## config.mk

```make
export PLATFORM = sky130hd
export DESIGN_NAME = ksa_pipe
export DESIGN_NICKNAME = d
export VERILOG_FILES = /design/src/rtl/ksa_pipe.sv
export SDC_FILE = /design/constraint.sdc
export NUM_CORES = 1
export LEC_CHECK = 0
export CORE_MARGIN = 3
export CORE_UTILIZATION = 40
export DETAILED_ROUTE_END_ITERATION = 10
export HOLD_SLACK_MARGIN = 0.03
export PLACE_DENSITY_LB_ADDON = 0.1
export SLEW_MARGIN = 20
export SYNTH_ARGS = -nofsm -noshare
export SYNTH_HDL_FRONTEND = slang
export SYNTH_SLANG_ARGS = --single-unit
```

## constraint.sdc

```tcl
create_clock -name clk -period 4.57 [get_ports clk]
set_input_delay 1.1425 -clock clk [delete_from_list [all_inputs] [get_ports clk]]
set_output_delay 1.1425 -clock clk [all_outputs]
set_load 0.02 [all_outputs]
```

## src/rtl/ksa_pipe.sv

```systemverilog
// rtl/ksa_pipe.sv - pipelined Kogge-Stone adder/subtractor with valid/ready handshake
//
// Purpose:
//   Registered propagate/generate stage, one register per Kogge-Stone prefix
//   level, and a registered sum stage (WIDTH operands, L = $clog2(WIDTH)
//   prefix levels, L+2 register stages total). One result per cycle while the
//   consumer is ready; a single global stall freezes every stage.
//
// Optional feature macro: KSA_PIPE_OVF_EN (adds the ovf port and its logic).
//
// Ports:
//   clk        rising-edge clock
//   rst_n      asynchronous active-low reset
//   in_valid   operands present
//   in_ready   block can accept operands this cycle
//   a, b       operands (WIDTH bits)
//   cin        carry-in (ignored when sub=1)
//   sub        0: a+b+cin, 1: a-b
//   out_valid  result present
//   out_ready  consumer accepts result
//   sum        result (WIDTH bits)
//   cout       carry out of MSB (for sub, 1 = no borrow)
//   ovf        signed overflow (only with KSA_PIPE_OVF_EN)

module ksa_pipe #(
    parameter int WIDTH = 16
) (
    input  logic             clk,
    input  logic             rst_n,
    input  logic             in_valid,
    output logic             in_ready,
    input  logic [WIDTH-1:0] a,
    input  logic [WIDTH-1:0] b,
    input  logic             cin,
    input  logic             sub,
    output logic             out_valid,
    input  logic             out_ready,
    output logic [WIDTH-1:0] sum,
    output logic             cout
`ifdef KSA_PIPE_OVF_EN
    ,
    output logic             ovf
`endif
);

    localparam int L = $clog2(WIDTH);

    // Stage k (0..L) registers: group generate/propagate, raw bitwise
    // propagate and effective carry-in carried along for the sum stage.
    logic [WIDTH-1:0] g_q  [0:L];
    logic [WIDTH-1:0] p_q  [0:L];
    logic [WIDTH-1:0] pb_q [0:L];
    logic             c0_q [0:L];
    logic             v_q  [0:L];

    logic [WIDTH-1:0] g_n  [1:L];
    logic [WIDTH-1:0] p_n  [1:L];

    logic [WIDTH-1:0] b_eff;
    logic             c0;
    logic [WIDTH-1:0] p0;
    logic [WIDTH-1:0] g0;
    logic [WIDTH-1:0] sum_n;

    logic             stall;

    // One global enable: if the output is blocked, everything holds.
    assign stall    = out_valid && !out_ready;
    assign in_ready = !stall;

    // Stage 0: carry-in is folded into g[0] so the prefix tree produces
    // true carries directly.
    always_comb begin
        b_eff = sub ? ~b : b;
        c0    = sub | cin;
        p0    = a ^ b_eff;
        g0    = a & b_eff;
        g0[0] = g0[0] | (p0[0] & c0);
    end

    // Kogge-Stone prefix levels, span 2^(k-1); low bits pass through.
    always_comb begin
        for (int k = 1; k <= L; k++) begin
            g_n[k] = g_q[k-1];
            p_n[k] = p_q[k-1];
            for (int i = (1 << (k - 1)); i < WIDTH; i++) begin
                g_n[k][i] = g_q[k-1][i] | (p_q[k-1][i] & g_q[k-1][i - (1 << (k - 1))]);
                p_n[k][i] = p_q[k-1][i] & p_q[k-1][i - (1 << (k - 1))];
            end
        end
    end

    // After the last level G[i] is the carry out of bit i.
    always_comb begin
        sum_n    = pb_q[L] ^ {g_q[L][WIDTH-2:0], 1'b0};
        sum_n[0] = pb_q[L][0] ^ c0_q[L];
    end

    always_ff @(posedge clk or negedge rst_n) begin
        if (!rst_n) begin
            for (int k = 0; k <= L; k++) begin
                g_q[k]  <= '0;
                p_q[k]  <= '0;
                pb_q[k] <= '0;
                c0_q[k] <= 1'b0;
                v_q[k]  <= 1'b0;
            end
            out_valid <= 1'b0;
            sum       <= '0;
            cout      <= 1'b0;
`ifdef KSA_PIPE_OVF_EN
            ovf       <= 1'b0;
`endif
        end else if (!stall) begin
            v_q[0]  <= in_valid;
            g_q[0]  <= g0;
            p_q[0]  <= p0;
            pb_q[0] <= p0;
            c0_q[0] <= c0;
            for (int k = 1; k <= L; k++) begin
                v_q[k]  <= v_q[k-1];
                g_q[k]  <= g_n[k];
                p_q[k]  <= p_n[k];
                pb_q[k] <= pb_q[k-1];
                c0_q[k] <= c0_q[k-1];
            end
            out_valid <= v_q[L];
            sum       <= sum_n;
            cout      <= g_q[L][WIDTH-1];
`ifdef KSA_PIPE_OVF_EN
            // Carry into MSB xor carry out of MSB.
            ovf       <= g_q[L][WIDTH-1] ^ g_q[L][WIDTH-2];
`endif
        end
    end

endmodule

```

==> reports/results.ini <==
[yosys]
synth_top_cells_by_area=dfrtp_1 60%, mux2_2 8.5%, mux2_1 8.0%
netlist.area_leader.share=0.599
ys_ff_latch=222
yosys.cell_types.count=21
synth-seq-area-share=0.599
ys_async_sr_fraction=1.00
synth_edf_count=0
ys_warn_count=0
synth_common_cells=222 x dfrtp_1, 84 x o21ai_0, 83 x nand3b_1, 70 x mux2_2, 66 x mux2_1
synth.largest_area_cell=dfrtp_1
postSynthAreaPerCell_sq_um=13.1
yosysMostFrequentCell=dfrtp_1
synth_ff_type=dfrtp_1
synth_nets=763
syn-cell-area_sq_mm=0.00927
syn_inst=709

[timing]
worstMarginPinSlew_ns=1.02
period_share=0.719
finalHoldViolCount=0
fin_crit_ns=3.29
skew_ns=0.00675
setup_tns_ns=0
rsz0062_at_grt=no
holdWs_ns=0.469
clock.fmax_ghz=0.304
setup_viol=0
drv_slew=0
max_slew_margin=0.318

[min_path]
min_path_cells=1
min_path_type=reg2reg
hold_path_end=out_valid
min_from=v_q[0]

[clocking]
cts_htree_levels=1
numCtsBuffers=24
clock_latency_ns=0.51
post_cts_resized=0
clk_pin_slew_ns=0.06
clockRootBuffer=clkbuf_16
cts_tree=built
postCtsSetupBuffers=0
clkSinkCount=222
postCtsHoldBufs=0
ctsLongestPathBuffers=3

[detailed_routing]
post_drt_wl_per_cell_um=17.9
route.detailed.drc=0
first_pass_iters=4
dr_total_vias=5555
totalWireLength_um=19000
routed_via_density=5.24
postRouteAntennaNets=0
drt-initial-drc-count=258

[global_route]
grt_max_degree=131
grt_pass1_vias=5880
grt_pass1_wl_um=32100
grt_overflow=0
antenna_found_initial=0
grt_usage=0.160

[critical_path]
critPathRequiredTime_ns=3.43
cp_slowest_cell=clkdlybuf4s50_1
r2r_cells=5
r2r-end=pb_q[38]
worst-setup-path-type=in2out
cp.buffers_inverters=3
cp_top_family=buffers and inverters
end_kind=output port
crit_path_cell_trace=buf_2 -> and2b_4 -> inv_4 -> clkdlybuf4s50_1
cp_data_arrival_time_ns=2.15
r2r_slack_ns=2.16
slowest_delay_ns=0.60
r2r-start=out_valid
start_kind=input pin
crit_fanout=2

[power_and_ir_drop]
power_leakage_nw=4.58
ir_drop_v=0.000261
p_int_mw=4.98
netSwitchingPower_mw=2.30
power.share.clock=0.270
comb_power_share=0.251
power_frac_seq=0.479
switching_share=0.316
p_per_area_mw_per_mm2=671
total_power_mw=7.28

[outcome]
status=finished, final reports clean

[floorplanning]
core_sq_mm=0.0227
start_util=0.408
ioPinCount=57
die_w_um=158
fp.dieArea_sq_mm=0.0250
rows=55
die_y_um=158

[final_layout]
final_nets=811
layout-drive-gt1-share=0.156
n_antenna_cell=0
syn2layout_area_growth_pct=17.0

[run]
drv_cap=0

[place]
gp_congestion=0.748
io_buffer_count=56
hpwlAfterDp_um=12300

kinds of logic (layout without fill, tap and decap cells):
group | Yosys count | in the layout | synth area share
compound gates | 135 | 135 | 0.0730
xor+xnor | 32 | 32 | 0.0302
fa+ha+maj | 16 | 16 | 0.0216
buf+inv | 46 | 112 | 0.0262
flops | 222 | 222 | 0.599
mux | 136 | 136 | 0.165
simple gates | 122 | 122 | 0.0845
worst max path at each step:
stage | start | to | depth (start not counted)
finish | out_ready | in_ready | 4
global route | out_ready | in_ready | 4
CTS | out_ready | in_ready | 4
detailed placement | out_ready | pb_q[38] | 6
global placement | out_ready | sum[15] | 6
floorplan | out_ready | in_ready | 5
sequential cells by signal (all words and copies together) (netlist names):
name,flops
g_q,65
c0_q,5
p_n,3
out_valid,1
cout,1
p_q,34
g_n,15
v_q,5
pb_q,77
sum,16
stage by stage:
stage / area [sq um] / util / std cells / worst slack, ns
global route: 10900 / 0.478 / 1060 / 1.24
floorplan: 9270 / - / 709 / 1.54
CTS: 10900 / 0.478 / 1060 / 1.26
detailed placement: 10000 / 0.442 / 1016 / 1.20
global placement: 10000 / 0.442 / 1016 / 1.25
finish: 10900 / 0.478 / 1060 / 1.28
cell usage in the layout, fill, tap and decap left out, drive strengths merged, types with 3 or more instances in the layout:
| cell | Yosys | routed |
|---|---|---|
| o21ai | 84 | 84 |
| mux2 | 136 | 136 |
| ha | 16 | 16 |
| nand2 | 34 | 34 |
| buf | 19 | 12 |
| clkbuf | 25 | 39 |
| dfrtp | 222 | 222 |
| xor2 | 32 | 32 |
| a21oi | 50 | 50 |
| clkinv | 0 | 3 |
| nand3b | 83 | 83 |
| clkdlybuf4s50 | 0 | 54 |
layer usage:
metal / global-route usage / vias to the layer above / wire length [um]
li1: - / 2610 / -
met1: 0.235 / 2812 / 9310
met2: 0.243 / 96 / 8440
met3: 0.0254 / 37 / 626
met4: 0.0524 / 0 / 645
met5: 0 / - / 0
worst reg2reg max path: cells and delay by family, from the launching register on:
family / cells / cell delay (ns)
simple gates: 1 / 0.19
buf+inv: 3 / 1.20
mux: 1 / 0.46
flops: 1 / 0.44
power groups by stage:
stage          sequential, mW  clock, mW  combinational (mW)
2_1_floorplan            3.34          0                1.28
3_3_place_gp             3.51          0                1.80
3_5_place_dp             3.54          0                1.87
4_1_cts                  3.50       2.02                1.88
5_1_grt                  3.61       2.10                2.07
6_report                 3.48       1.96                1.83
cell type report:
| class | instances | area (sq um) |
|---|---|---|
| multi-input combinational | 441 | 3470 |
| clock buffer | 39 | 738 |
| inverter | 2 | 10.0 |
| tap | 285 | 357 |
| fill | 2075 | 11900 |
| timing repair buffer | 66 | 636 |
| clock inverter | 5 | 78.8 |
| sequential | 222 | 5560 |
(Power assumes the default switching activity.)
